<file path="src/rtl/booth_mul_ctrl_pkg.sv">
// Shared definitions for the radix-2 Booth multiply controller.
// FSM state encoding, Booth recode operations and the default operand width.
package booth_mul_ctrl_pkg;

    localparam int unsigned DEF_WIDTH = 32;

    typedef enum logic [1:0] {
        ST_IDLE = 2'd0,
        ST_RUN  = 2'd1,
        ST_DONE = 2'd2
    } state_e;

    typedef enum logic [1:0] {
        BOOTH_NOP = 2'd0,
        BOOTH_ADD = 2'd1,
        BOOTH_SUB = 2'd2
    } booth_op_e;

    // Radix-2 recode of the pair {Q[0], Q_m1}.
    function automatic booth_op_e booth_decode(input logic q0, input logic qm1);
        booth_op_e op;
        unique case ({q0, qm1})
            2'b01:   op = BOOTH_ADD;
            2'b10:   op = BOOTH_SUB;
            default: op = BOOTH_NOP;
        endcase
        return op;
    endfunction

endpackage

</file>
<file path="src/rtl/adder_32_bit.sv">
// 32-bit ripple-style adder with carry in and carry out.
// Shared by the Booth controller for add, subtract and pass-through.
module adder_32_bit (
    input  logic [31:0] a,
    input  logic [31:0] b,
    input  logic        cin,
    output logic [31:0] sum,
    output logic        cout
);

    assign {cout, sum} = {1'b0, a} + {1'b0, b} + {32'd0, cin};

endmodule

</file>
<file path="src/rtl/booth_mul_ctrl.sv">
// Multi-cycle signed multiplier controller using radix-2 Booth recoding.
// One Booth step per cycle on a single shared adder; product held in prod_hi/prod_lo.
module booth_mul_ctrl
    import booth_mul_ctrl_pkg::*;
#(
    parameter int unsigned WIDTH = DEF_WIDTH,
    parameter int unsigned CNT_W = 6
) (
    input  logic             clk,
    input  logic             rst_n,
    input  logic             start,
    input  logic [WIDTH-1:0] multiplicand,
    input  logic [WIDTH-1:0] multiplier,
    output logic             busy,
    output logic             done,
    output logic [WIDTH-1:0] prod_hi,
    output logic [WIDTH-1:0] prod_lo
);

    state_e           state;
    logic [WIDTH-1:0] a_reg;
    logic [WIDTH-1:0] q_reg;
    logic             q_m1;
    logic [WIDTH-1:0] m_reg;
    logic [CNT_W-1:0] count;

    booth_op_e        op;
    logic [WIDTH-1:0] add_b;
    logic             add_cin;
    logic [WIDTH-1:0] add_sum;
    logic             add_cout_unused;
    logic             ovf;
    logic             sgn;
    logic [WIDTH-1:0] a_next;
    logic [WIDTH-1:0] q_next;

    assign op = booth_decode(q_reg[0], q_m1);

    always_comb begin
        add_b   = '0;
        add_cin = 1'b0;
        unique case (op)
            BOOTH_ADD: begin
                add_b   = m_reg;
                add_cin = 1'b0;
            end
            BOOTH_SUB: begin
                add_b   = ~m_reg;
                add_cin = 1'b1;
            end
            default: begin
                add_b   = '0;
                add_cin = 1'b0;
            end
        endcase
    end

    adder_32_bit u_adder (
        .a    (a_reg),
        .b    (add_b),
        .cin  (add_cin),
        .sum  (add_sum),
        .cout (add_cout_unused)
    );

    // Recover the true sign of the partial sum; needed when M = -2^(WIDTH-1).
    assign ovf    = (a_reg[WIDTH-1] == add_b[WIDTH-1]) && (add_sum[WIDTH-1] != a_reg[WIDTH-1]);
    assign sgn    = add_sum[WIDTH-1] ^ ovf;
    assign a_next = {sgn, add_sum[WIDTH-1:1]};
    assign q_next = {add_sum[0], q_reg[WIDTH-1:1]};

    always_ff @(posedge clk) begin
        if (!rst_n) begin
            state   <= ST_IDLE;
            busy    <= 1'b0;
            done    <= 1'b0;
            prod_hi <= '0;
            prod_lo <= '0;
            a_reg   <= '0;
            q_reg   <= '0;
            q_m1    <= 1'b0;
            m_reg   <= '0;
            count   <= '0;
        end else begin
            done <= 1'b0;
            unique case (state)
                ST_IDLE: begin
                    if (start) begin
                        a_reg <= '0;
                        q_reg <= multiplier;
                        q_m1  <= 1'b0;
                        m_reg <= multiplicand;
                        count <= '0;
                        busy  <= 1'b1;
                        state <= ST_RUN;
                    end
                end
                ST_RUN: begin
                    a_reg <= a_next;
                    q_reg <= q_next;
                    q_m1  <= q_reg[0];
                    count <= count + CNT_W'(1);
                    if (count == CNT_W'(WIDTH - 1)) begin
                        prod_hi <= a_next;
                        prod_lo <= q_next;
                        done    <= 1'b1;
                        state   <= ST_DONE;
                    end
                end
                ST_DONE: begin
                    busy  <= 1'b0;
                    state <= ST_IDLE;
                end
                default: begin
                    busy  <= 1'b0;
                    state <= ST_IDLE;
                end
            endcase
        end
    end

endmodule

</file>
<file path="config.mk">
export PLATFORM = sky130hd
export DESIGN_NAME = booth_mul_ctrl
export DESIGN_NICKNAME = d
export VERILOG_FILES = /design/src/rtl/booth_mul_ctrl_pkg.sv /design/src/rtl/adder_32_bit.sv /design/src/rtl/booth_mul_ctrl.sv
export SDC_FILE = /design/constraint.sdc
export NUM_CORES = 1
export LEC_CHECK = 0
export BUFFER_PORTS_ARGS = -buffer_cell sky130_fd_sc_hd__clkbuf_2
export CAP_MARGIN = 20
export CORE_MARGIN = 4
export CORE_UTILIZATION = 55
export DETAILED_ROUTE_END_ITERATION = 7
export PLACE_DENSITY_LB_ADDON = 0.3
export SYNTH_ARGS = -nofsm -noshare
export SYNTH_HDL_FRONTEND = slang
export SYNTH_HIERARCHICAL = 1
export SYNTH_SLANG_ARGS = --single-unit
</file>
<file path="constraint.sdc">
create_clock -name clk -period 5 [get_ports clk]
set_clock_uncertainty 0.1 [all_clocks]
set_input_delay 0.75 -clock clk [delete_from_list [all_inputs] [get_ports clk]]
set_output_delay 0.75 -clock clk [all_outputs]
set_load 0.005 [all_outputs]
</file>
# Word level (Yosys, flattened, before mapping)
# Cells that the tools add are included.
# classes
n_addsub,3
n_mul,0
div_mod_pow,0
n_lt_le_gt_ge,0
n_eq_ne,10
n_shift,0
muxes,17
bitwise_logic,3
n_reduce_logical,9
# op_table
op,n
$pmux 32 s2,3
$mux 32,2
$add 32x1->32,1
$add 32x32->32,1
$not 32->32,1
$pmux 6 s2,1
$reduce_and 2->1,6
$pmux 2 s2,2
$add 6x1->6 const B,1
$eq 2x1->1 const B,3
$eq 6x5->1 const B,1
$mux 6,1
$eq 2x2->1 const B,2
$mux 1,4
$mux 2,2
$ne 2x2->1 const B,2
$pmux 1 s2,2
$logic_not 2->1,1
$reduce_bool 2->1,1
$eq 1x1->1,1
$logic_and 1x1->1,1
$ne 1x1->1,1
$not 1->1,1
$xor 1x1->1,1
# totals
regBits,171
latchBits,0
ramBits,0
mem_bits_ro,0
in_bits,67
output_inout_bits,66
word_cells,52
memories,0

# Longest topological paths before layout
# Gate-level depths: netlist of the first run.
# logic_depth
ltp_word,10
depth_mapped,17
mapped_depth_nobuf,14

# By module
# The synthesis of the first run kept the hierarchy.
# modules_own_cells
module,n_inst,cells_each,area_each_um2,seq_area_each_um2
booth_mul_ctrl,1,918,7020.5,3423.3
adder_32_bit,1,259,1854.3,0.0

# Worst setup path before layout of the first run
# No wires, ideal clock.
# synth_path
path_type,reg-to-reg
start,reg q_m1
end,reg prod_hi[27]
setup_ns,0.070
t_arrival_ns,3.496
t_required_ns,4.830
path_slack_ns,1.334
path_stages_with_launch,17
n_path_buf,2
period_less_slack_ns,3.666
path_cell_list,dfxtp_1 > clkbuf_1 > clkbuf_1 > nor2_1 > nand2_1 > o21ai_0 > fa_1 > fa_1 > a21oi_1 > o32ai_1 > o211ai_2 > a21o_1 > o21ai_2 > a21o_1 > a311oi_1 > nand3_1 > a21oi_1
# synth_via
elab_chain_len,6
elab_cells_between_ends,9
cone_classes,2 x add/sub; 4 x eq/ne; 3 x mux
# synth_lines
element,line_no,text
start: declaration,booth_mul_ctrl.sv:23,logic q_m1;
start signal: assignment,booth_mul_ctrl.sv:101,q_m1 <= q_reg[0];
$eq 2x2->1 / $eq 2x1->1 (equally long branches),booth_mul_ctrl_pkg.sv:22,"unique case ({q0, qm1})"
$pmux 2 s2 (*),booth_mul_ctrl_pkg.sv:22,
$eq 2x2->1 / $eq 2x1->1 (equally long branches),booth_mul_ctrl.sv:42,unique case (op)
$pmux 32 s2 (*),booth_mul_ctrl.sv:42,
net add_b[0],booth_mul_ctrl.sv:28,logic [WIDTH-1:0] add_b;
$add 32x32->32 (*),adder_32_bit.sv:11,"assign {cout, sum} = {1'b0, a} + {1'b0, b} + {32'd0, cin};"
$add 32x1->32 (*),adder_32_bit.sv:11,
net add_sum[28],booth_mul_ctrl.sv:30,logic [WIDTH-1:0] add_sum;
end signal: assignment,booth_mul_ctrl.sv:104,prod_hi <= a_next;
end: declaration,booth_mul_ctrl.sv:16,"output logic [WIDTH-1:0] prod_hi,"
# The timed path passes the listed nets; every way through them passes the cells marked *.
# A chain may end at the register's enable or synchronous reset.

# Worst setup path in the final report of the first run
# Ends and elaborated chain as after synthesis.

==> implementation parameters, run 1 <==
Parameter                              Value

Min path
  Critical hold path startpoint ... m_reg[23]
  Hold path cells ... 2
  Hold crit path type ... register to register

Clocking
  Clock tree from TritonCTS ... yes
  Total clock buffers created by CTS ... 17
  CTS clk-pin slew, worst paths ... 0.07 ns
  Deepest clock path buffer count ... 2
  CTS sink cnt ... 171
  CTS-repair resized insts ... 0
  Number of H-tree levels ... 4
  CTS Hold Buffers Added ... 0
  Clk Latency, worst-skew pair ... 0.44 ns
  Number of buffers inserted by post-CTS setup repair ... 0
  Master cell of the clock root buffer ... clkbuf_16

Global routing
  Via count of the first global-routing pass ... 8,014
  Gr usage total ... 25.8%
  Fraction of met3 tracks used by global routing ... 6.15%
  Overflow left after global routing ... 0
  First-pass GRT wire length ... 38,700 um
  Initial antenna violation count ... 2
  GR met1 Demand/Resource ... 33.9%
  Largest net degree at the start of global routing ... 72
  Highest-utilization routing layer at the global route stage ... met2
  Global routing met2 resource utilization ... 42.7%

Critical path
  Data required time at the worst endpoint ... 5.27 ns
  Worst Setup SP ... q_m1
  FF-to-FF path depth ... 14
  Sort of element at the start of the critical path ... register
  Startpoint of the worst-slack reg-to-reg timing path ... q_m1
  Worst endpoint data arrival time ... 4.43 ns
  CP Max Fanout ... 47
  Setup Crit Path Kind ... register to register
  Worst Setup End Kind ... register

Floorplan
  Horiz. Die Dim ... 135 um
  Initial Util ... 55.9%
  Number of ports placed on the die boundary ... 133
  Vertical extent of the die ... 135 um
  Std-Cell Core Area ... 15,800 sq um
  Die ar. ... 18,200 sq um
  Number of rows created at floorplan ... 46

Place
  Detailed placer's ending HPWL ... 15,900 um
  Number of port buffers ... 132
  Number of cells in the design after placement ... 1,435
  Final weighted congestion in routability-driven placement ... 0.946

Synth
  Post-synthesis cell count ... 1,173
  Synthesized net count ... 1,274
  YS warnings ... 6
  Mapped Avg Cell Area ... 7.55 sq um
  Post-synthesis cell area ... 8850 sq um

Timing
  Smallest hold slack ... 0.371 ns
  Final max-slew violation count ... 0
  Clock period minus final worst setup slack ... 4.16 ns
  Unrepaired setup endpoints after global routing ... no
  Hold violation total from the final report ... 0
  Final setup fails ... 0
  Setup TNS ... 0 ns
  Fmax ... 241 MHz
  Ratio of final minimum period to clock period ... 83.1%
  Slew @ Worst Pin ... 0.977 ns
  Worst max-slew margin expressed relative to the limit ... 34.7%

Layout
  Final antenna diode count ... 0
  Post-layout net count ... 1,339
  Layout area overhead ... 12.9%
  Final instance count without filler cells ... 1,467
  Total of fill cells in the finished design ... 1,427
  Post-layout util ... 63.1%
  Proportion of layout cells with a drive suffix above 1 ... 15.8%

Run status
  Result of the run ... finished clean

Route
  DRC Markers ... 0
  Via count of the routed design ... 8,712
  Routed wire per std cell ... 16.1 um
  Post-detailed-routing wire length ... 23,600 um
  Antenna-violating nets left ... 0
  Number of design-rule violations left by the first detailed-router iteration ... 638
  Number of detailed-route iterations in the first pass ... 5
  Per-cell via count in the routed design ... 5.94

Power
  Peak VDD IR ... 0.000263 V
  Power density over the cells ... 322 nW/um^2
  Leak Pwr ... 3.99 nW

Flow run
  Max-capacitance violation count ... 0
==> metrics by stage <==
stage	instance area [sq um]	total power, mW	worst slack, ns
2_1_floorplan	8850	1.83	1.35
3_3_place_gp	9410	1.93	1.05
3_5_place_dp	9410	1.94	0.912
4_1_cts	9990	3.23	0.869
5_1_grt	9990	3.35	0.554
6_report	9990	3.21	0.844
==> worst max-delay path: stages, from the launching register on <==
cell and delay [ns]:
dfxtp_2 0.84, nor2_1 0.12, nand2_1 0.10, o21ai_0 0.12, fa_1 0.50, fa_1 0.43
a21oi_1 0.22, o32ai_1 0.16, o211ai_2 0.35, a21o_1 0.24, o21ai_2 0.11, a21o_1 0.18
a311oi_1 0.34, nand3_1 0.13, a21oi_1 0.15
==> report_power, final <==
group          leakage, nW  switching (mW)  internal [mW]
clock                0.287           0.631          0.664
sequential            1.39          0.0556           1.42
combinational         2.31           0.285          0.159
total                 3.99           0.972           2.24
==> metal layers <==
layer  up-vias  wire length [um]
met5         -                22
met4         4               275
met3        29              1580
met2       275             11300
met1      4129             10400
li1       4275                 -
==> cells in the final DEF (no fill, tap or decap), types with 4 or more instances in the layout <==
cell type / instances
buf_4: 12
dfxtp_1: 169
a21oi_1: 168
inv_1: 8
xnor2_1: 10
clkbuf_2: 132
nand4_1: 8
o211ai_1: 5
o21ai_1: 8
clkbuf_16: 17
xor2_1: 15
nand2_1: 184
nand3_1: 104
o21bai_1: 5
a21o_1: 13
o21ai_0: 106
a211oi_1: 7
or3_1: 5
inv_6: 4
nor3_1: 10
o221ai_1: 33
ha_1: 32
o21a_1: 5
nor2_1: 117
==> path summary, 6_finish.rpt <==
| check | endpoint | slack (ns) |
|---|---|---|
| setup / recovery | prod_hi[27] | 0.84 |
| hold / removal | m_reg[23] | 0.37 |
| setup reg to reg | prod_hi[27] | 0.84 |
| hold reg to reg | m_reg[23] | 0.37 |
==> final cells by class <==
type | count | area, sq um | area share [%]
clock buffers | 17 | 425 | 4.26
clock inverters | 15 | 154 | 1.54
inverters | 10 | 40.0 | 0.401
multi-input cells | 894 | 4920 | 49.3
flip-flops and latches | 171 | 3430 | 34.3
well taps | 216 | 270 | 2.71
repair buffers | 144 | 751 | 7.52
No activity file was read; power rests on OpenSTA's default activity.
==> run 2, diff against run 1 <==
==> constraint.sdc (replaced) <==
create_clock -name clk -period 4 [get_ports clk]
set_clock_uncertainty 0.1 [all_clocks]
set_input_delay 0.6 -clock clk [delete_from_list [all_inputs] [get_ports clk]]
set_output_delay 0.6 -clock clk [all_outputs]
set_load 0.005 [all_outputs]
==> run 2 against run 1 <==
Against the previous run: wire length up 2.6%; via count fell by 0.44%; sequential cell count did not move; maximum frequency is 12% higher; largest cell class unchanged; clock power increased by 21%; design area is 0.68% higher; final cell count increased by 0.41%; clock-buffer cell count increased by 2; critical path depth stayed put; global-route usage is 0.66 points higher; hold slack worse by 0.090 ns; setup slack lost 0.56 ns.
==> implementation parameters, run 2 (synthesis results as in run 1) <==
Parameter                              Value

Run status
  Result of the run ... finished clean (unchanged)

Global routing
  Largest net degree at the start of global routing ... 69 (was 72)
  Overflow left after global routing ... 0 (unchanged)
  First-pass GRT wire length ... 39,300 um (was 38,700 um)
  Fraction of met3 tracks used by global routing ... 6.33% (was 6.15%)
  Highest-utilization routing layer at the global route stage ... met2 (unchanged)
  Initial antenna violation count ... 1 (was 2)
  Gr usage total ... 26.5% (was 25.8%)
  Global routing met2 resource utilization ... 42.9% (was 42.7%)
  Via count of the first global-routing pass ... 8,000 (was 8,014)
  GR met1 Demand/Resource ... 34.4% (was 33.9%)

Critical path
  Worst endpoint data arrival time ... 3.98 ns (was 4.43 ns)
  Highest-delay cell along the critical path ... dfxtp_2 (unchanged)
  Sort of element at the start of the critical path ... register (unchanged)
  Worst Setup SP ... q_m1 (unchanged)
  Register-to-register setup slack ... 0.29 ns (was 0.84 ns)
  CP Max Fanout ... 24 (was 47)
  Critical Path Max Stage Delay ... 0.48 ns (was 0.84 ns)
  Critical path cell sequence ... buf_4 > nor2_1 > nand2_1 > o21ai_0 > ha_1 > nand4_2 > or3_1 > or3_4 > a2111oi_4 > a211oi_1 > o21bai_2 > xor2_1 > nand3_1 > a21oi_1 (was nor2_1 > nand2_1 > o21ai_0 > fa_1 > fa_1 > a21oi_1 > o32ai_1 > o211ai_2 > a21o_1 > o21ai_2 > a21o_1 > a311oi_1 > nand3_1 > a21oi_1)
  Data required time at the worst endpoint ... 4.27 ns (was 5.27 ns)
  Setup Crit Path Kind ... register to register (unchanged)
  Worst Setup End Kind ... register (unchanged)
  Startpoint of the worst-slack reg-to-reg timing path ... q_m1 (unchanged)

Layout
  Reg area ... 3430 sq um (unchanged)
  Total of fill cells in the finished design ... 1,415 (was 1,427)
  Area taken by multi-input logic gates ... 4930 sq um (was 4920 sq um)
  Most frequent cells in the layout ... nand2_1 (184), dfxtp_1 (169), a21oi_1 (168), clkbuf_2 (132), nor2_1 (117) (unchanged)
  Most common cell after layout, fill and taps aside ... nand2_1 (unchanged)
  Proportion of layout cells with a drive suffix above 1 ... 16.1% (was 15.8%)
  Final antenna diode count ... 0 (unchanged)
  Layout area overhead ... 13.6% (was 12.9%)
  Post-layout net count ... 1,345 (was 1,339)
  Post-layout util ... 63.5% (was 63.1%)

Clocking
  Number of buffers inserted by post-CTS setup repair ... 0 (unchanged)
  Deepest clock path buffer count ... 2 (unchanged)
  CTS Hold Buffers Added ... 0 (unchanged)
  CTS-repair resized insts ... 0 (unchanged)
  Total clock buffers created by CTS ... 17 (unchanged)
  Number of H-tree levels ... 4 (unchanged)
  CTS sink cnt ... 171 (unchanged)
  Clk Latency, worst-skew pair ... 0.44 ns (about the same)
  Clock tree from TritonCTS ... yes (unchanged)
  Master cell of the clock root buffer ... clkbuf_16 (unchanged)
  CTS clk-pin slew, worst paths ... 0.07 ns (about the same)

Power
  Peak VDD IR ... 0.000319 V (was 0.000263 V)
  Leak Pwr ... 4.02 nW (was 3.99 nW)
  Power density over the cells ... 395 nW/um^2 (was 322 nW/um^2)

Timing
  Final setup fails ... 0 (unchanged)
  Fmax ... 269 MHz (was 241 MHz)
  Worst max-slew margin expressed relative to the limit ... 33.0% (was 34.7%)
  Final max-slew violation count ... 0 (unchanged)
  Setup TNS ... 0 ns (unchanged)
  Slew @ Worst Pin ... 1.01 ns (was 0.977 ns)
  Unrepaired setup endpoints after global routing ... no (unchanged)
  Clock period minus final worst setup slack ... 3.71 ns (was 4.16 ns)
  Hold violation total from the final report ... 0 (unchanged)
  Ratio of final minimum period to clock period ... 92.8% (was 83.1%)

Route
  Number of detailed-route iterations in the first pass ... 6 (was 5)
  DRC Markers ... 0 (unchanged)
  Via count of the routed design ... 8,674 (was 8,712)
  Antenna-violating nets left ... 0 (unchanged)
  Number of design-rule violations left by the first detailed-router iteration ... 672 (was 638)
  Per-cell via count in the routed design ... 5.89 (was 5.94)
  Post-detailed-routing wire length ... 24,200 um (was 23,600 um)
  Routed wire per std cell ... 16.4 um (was 16.1 um)

Min path
  Hold crit path type ... input pin to register (was register to register)
  Critical hold path startpoint ... multiplicand[29] (was m_reg[23])

Flow run
  Max-capacitance violation count ... 0 (unchanged)

Place
  Number of port buffers ... 132 (unchanged)
  Detailed placer's ending HPWL ... 15,800 um (was 15,900 um)
  Final weighted congestion in routability-driven placement ... 0.945 (was 0.946)

Floorplan
  Die ar. ... 18,200 sq um (unchanged)
  Number of rows created at floorplan ... 46 (unchanged)
  Horiz. Die Dim ... 135 um (unchanged)
  Std-Cell Core Area ... 15,800 sq um (unchanged)
  Number of ports placed on the die boundary ... 133 (unchanged)
  Initial Util ... 55.9% (unchanged)
  Vertical extent of the die ... 135 um (unchanged)
[run 2: cell count changes in the layout (fill, tap and decap cells not counted), moves of 2 or more]
cell | previous run | this run
buf_12 | 0 | 3
buf_4 | 12 | 14
clkinv_8 | 3 | 0
clkinvlp_4 | 0 | 3
inv_8 | 3 | 1
[run 2: final timing paths]
kind            endpoint  depth (start not counted)
max          prod_hi[25]                         14
min            m_reg[29]                          3
max reg2reg  prod_hi[25]                         14
min reg2reg    m_reg[31]                          2
[run 2: layout make-up]
cell class / count / area share (%)
multi-input cells: 894 / 49.0
flip-flops and latches: 171 / 34.1
repair buffers: 150 / 8.36
clock buffers: 19 / 4.40
well taps: 216 / 2.69
clock inverters: 13 / 1.08
inverters: 10 / 0.398
[run 2: per-stage QoR]
step	total power, mW	instances	area [sq um]	worst slack [ns]	hold slack, ns
after floorplan	2.29	1173	8850	0.350	0.345
after global placement	2.43	1440	9490	0.448	0.357
after detailed placement	2.43	1440	9490	0.371	0.360
after CTS	3.99	1472	10000	0.332	0.269
after global routing	4.14	1473	10100	0.00266	0.284
final	3.98	1473	10100	0.288	0.281
[run 2: power breakdown]
| part | switching (mW) | leakage (nW) | internal, mW | total, mW |
|---|---|---|---|---|
| sequential | 0.0605 | 1.39 | 1.77 | 1.83 |
| clock | 0.748 | 0.263 | 0.825 | 1.57 |
| combinational | 0.364 | 2.37 | 0.205 | 0.569 |
| total | 1.17 | 4.02 | 2.80 | 3.98 |
[run 2: worst max-delay path: cells and delay by family, from the launching register on]
family | cells | cell delay, ns
flip-flops | 1 | 0.48
AO/OA/AOI/OAI | 5 | 0.85
XOR/XNOR | 1 | 0.21
adder cells (fa/ha/maj) | 1 | 0.46
buffers and inverters | 1 | 0.31
AND/OR/NAND/NOR | 6 | 1.22
[run 2: routing by layer]
layer | share of wire [%] | wire length (um)
met5 | 0.033 | 8
met4 | 2.0 | 485
met3 | 6.9 | 1670
met2 | 47 | 11400
met1 | 44 | 10700
==> run 3, diff against run 2 <==
--- a/config.mk
+++ b/config.mk
@@ -5,7 +5,7 @@
 export SDC_FILE = /design/constraint.sdc
 export NUM_CORES = 1
 export LEC_CHECK = 0
-export BUFFER_PORTS_ARGS = -buffer_cell sky130_fd_sc_hd__clkbuf_2
+export BUFFER_PORTS_ARGS = -buffer_cell sky130_fd_sc_hd__buf_2
 export CAP_MARGIN = 20
 export CORE_MARGIN = 4
 export CORE_UTILIZATION = 55
==> run 3 against run 2 <==
Against the previous run: maximum frequency grew 1.6%; global-route usage increased by 0.28 points; sequential cell count did not move; total power grew 2.4%; non-clock buffer count fell by 1; die area did not move; setup slack better by 0.058 ns; sequential share of layout area hardly changed; critical path type unchanged; largest cell class unchanged; largest power group unchanged.
==> implementation parameters, run 3 (synthesis results as in run 1) <==
Parameter                              Value

Critical path
  Sort of element at the start of the critical path ... register (unchanged)
  Critical Path Max Stage Delay ... 0.43 ns (was 0.48 ns)
  Highest-delay cell along the critical path ... fa_1 (was dfxtp_2)
  Worst endpoint data arrival time ... 3.92 ns (was 3.98 ns)
  Setup Crit Path Kind ... register to register (unchanged)
  Data required time at the worst endpoint ... 4.27 ns (about the same)
  CP Max Fanout ... 25 (was 24)
  Critical path cell sequence ... buf_4 > nor2b_1 > fa_1 > fa_1 > a21oi_1 > o32ai_2 > o211ai_2 > a21o_1 > o21ai_2 > a21o_1 > a311oi_1 > nand3_1 > a21oi_1 (was buf_4 > nor2_1 > nand2_1 > o21ai_0 > ha_1 > nand4_2 > or3_1 > or3_4 > a2111oi_4 > a211oi_1 > o21bai_2 > xor2_1 > nand3_1 > a21oi_1)
  Worst Setup End Kind ... register (unchanged)

Floorplan
  Initial Util ... 55.9% (unchanged)
  Horiz. Die Dim ... 135 um (unchanged)
  Die ar. ... 18,200 sq um (unchanged)
  Std-Cell Core Area ... 15,800 sq um (unchanged)
  Number of rows created at floorplan ... 46 (unchanged)
  Vertical extent of the die ... 135 um (unchanged)
  Number of ports placed on the die boundary ... 133 (unchanged)

Place
  Dpl cell area ... 9460 sq um (was 9490 sq um)
  Final weighted congestion in routability-driven placement ... 0.959 (was 0.945)
  Worst slack at placement ... 0.382 ns (was 0.371 ns)
  Detailed placer's ending HPWL ... 15,900 um (was 15,800 um)
  Number of port buffers ... 132 (unchanged)

Layout
  Most common cell after layout, fill and taps aside ... nand2_1 (unchanged)
  Post-layout net count ... 1,344 (was 1,345)
  Layout area overhead ... 13.6% (unchanged)
  Reg area ... 3430 sq um (about the same)
  Area taken by multi-input logic gates ... 4930 sq um (about the same)
  Proportion of layout cells with a drive suffix above 1 ... 16.2% (was 16.1%)
  Final antenna diode count ... 0 (unchanged)
  Most frequent cells in the layout ... nand2_1 (184), dfxtp_1 (169), a21oi_1 (168), buf_2 (132), nor2_1 (117) (was nand2_1 (184), dfxtp_1 (169), a21oi_1 (168), clkbuf_2 (132), nor2_1 (117))
  Post-route cell area ... 10,100 sq um (unchanged)
  Total of fill cells in the finished design ... 1,431 (was 1,415)

Clocking
  Number of H-tree levels ... 4 (unchanged)
  Total clock buffers created by CTS ... 17 (unchanged)
  Deepest clock path buffer count ... 2 (unchanged)
  Number of buffers inserted by post-CTS setup repair ... 0 (unchanged)
  CTS clk-pin slew, worst paths ... 0.07 ns (about the same)
  CTS Hold Buffers Added ... 0 (unchanged)
  CTS-repair resized insts ... 0 (unchanged)
  CTS sink cnt ... 171 (unchanged)
  Clock tree from TritonCTS ... yes (unchanged)
  Clk Latency, worst-skew pair ... 0.44 ns (about the same)
  Master cell of the clock root buffer ... clkbuf_16 (unchanged)

Global routing
  Gr usage total ... 26.7% (was 26.5%)
  Via count of the first global-routing pass ... 8,364 (was 8,000)
  Initial antenna violation count ... 2 (was 1)
  Overflow left after global routing ... 0 (unchanged)
  First-pass GRT wire length ... 40,100 um (was 39,300 um)
  Largest net degree at the start of global routing ... 87 (was 69)

Route
  Per-cell via count in the routed design ... 5.93 (was 5.89)
  Post-detailed-routing wire length ... 24,100 um (was 24,200 um)
  Number of detailed-route iterations in the first pass ... 6 (unchanged)
  Routed wire per std cell ... 16.4 um (about the same)
  DRC Markers ... 0 (unchanged)
  Antenna-violating nets left ... 0 (unchanged)
  Number of design-rule violations left by the first detailed-router iteration ... 852 (was 672)
  Via count of the routed design ... 8,724 (was 8,674)

Timing
  Hold violation total from the final report ... 0 (unchanged)
  Clock period minus final worst setup slack ... 3.65 ns (was 3.71 ns)
  Slew @ Worst Pin ... 1.02 ns (was 1.01 ns)
  Worst max-slew margin expressed relative to the limit ... 32.2% (was 33.0%)
  Final max-slew violation count ... 0 (unchanged)
  Fmax ... 274 MHz (was 269 MHz)
  Worst setup margin ... 0.346 ns (was 0.288 ns)
  Final setup fails ... 0 (unchanged)
  Ratio of final minimum period to clock period ... 91.3% (was 92.8%)
  Unrepaired setup endpoints after global routing ... no (unchanged)
  Setup TNS ... 0 ns (unchanged)

Flow run
  Max-capacitance violation count ... 0 (unchanged)

Min path
  Hold crit path type ... input pin to register (unchanged)

Power
  Power density over the cells ... 405 nW/um^2 (was 395 nW/um^2)
  Leak Pwr ... 4.08 nW (was 4.02 nW)
  Peak VDD IR ... 0.000336 V (was 0.000319 V)

Run status
  Result of the run ... finished clean (unchanged)
[run 3: critical path: cells and delay by family (launching register included)]
| kind | cells | cell delay (ns) |
|---|---|---|
| buf+inv | 1 | 0.25 |
| compound gates | 8 | 1.83 |
| flops | 1 | 0.35 |
| fa+ha+maj | 2 | 0.85 |
| simple gates | 2 | 0.23 |
[run 3: layout make-up]
cell class	count	share of cell area (%)
multi-input cells	894	49.0
flip-flops and latches	171	34.1
repair buffers	149	7.96
clock buffers	18	4.37
well taps	216	2.69
clock inverters	14	1.47
inverters	10	0.398
[run 3: through the flow]
stage | utilization, % | power [mW] | std cells | hold WS [ns]
2_1_floorplan | - | 2.29 | 1173 | 0.345
3_3_place_gp | 59.8 | 2.42 | 1440 | 0.356
3_5_place_dp | 59.8 | 2.43 | 1440 | 0.360
4_1_cts | 63.5 | 4.08 | 1472 | 0.289
5_1_grt | 63.5 | 4.23 | 1472 | 0.302
6_report | 63.5 | 4.07 | 1472 | 0.292
[run 3: metal layers]
metal	vias to the layer above	share of wire, %	GRT usage [%]
li1	4279	-	-
met5	-	0.091	0
met1	4092	43	34.5
met4	4	1.5	7.92
met3	30	7.4	6.52
met2	319	48	44.6
[run 3: final timing paths]
kind / slack (ns) / to / depth (start not counted) / startpoint
setup / recovery: 0.35 / prod_hi[27] / 13 / q_m1
hold / removal: 0.29 / m_reg[5] / 3 / multiplicand[5]
setup reg to reg: 0.35 / prod_hi[27] / 13 / q_m1
hold reg to reg: 0.37 / m_reg[29] / 2 / m_reg[29]
[run 3: where the power goes]
| group | internal, mW | switching [mW] | total [mW] | leakage [nW] |
|---|---|---|---|---|
| Sequential | 1.77 | 0.0614 | 1.83 | 1.39 |
| Combinational | 0.203 | 0.367 | 0.569 | 2.39 |
| Clock | 0.902 | 0.766 | 1.67 | 0.291 |
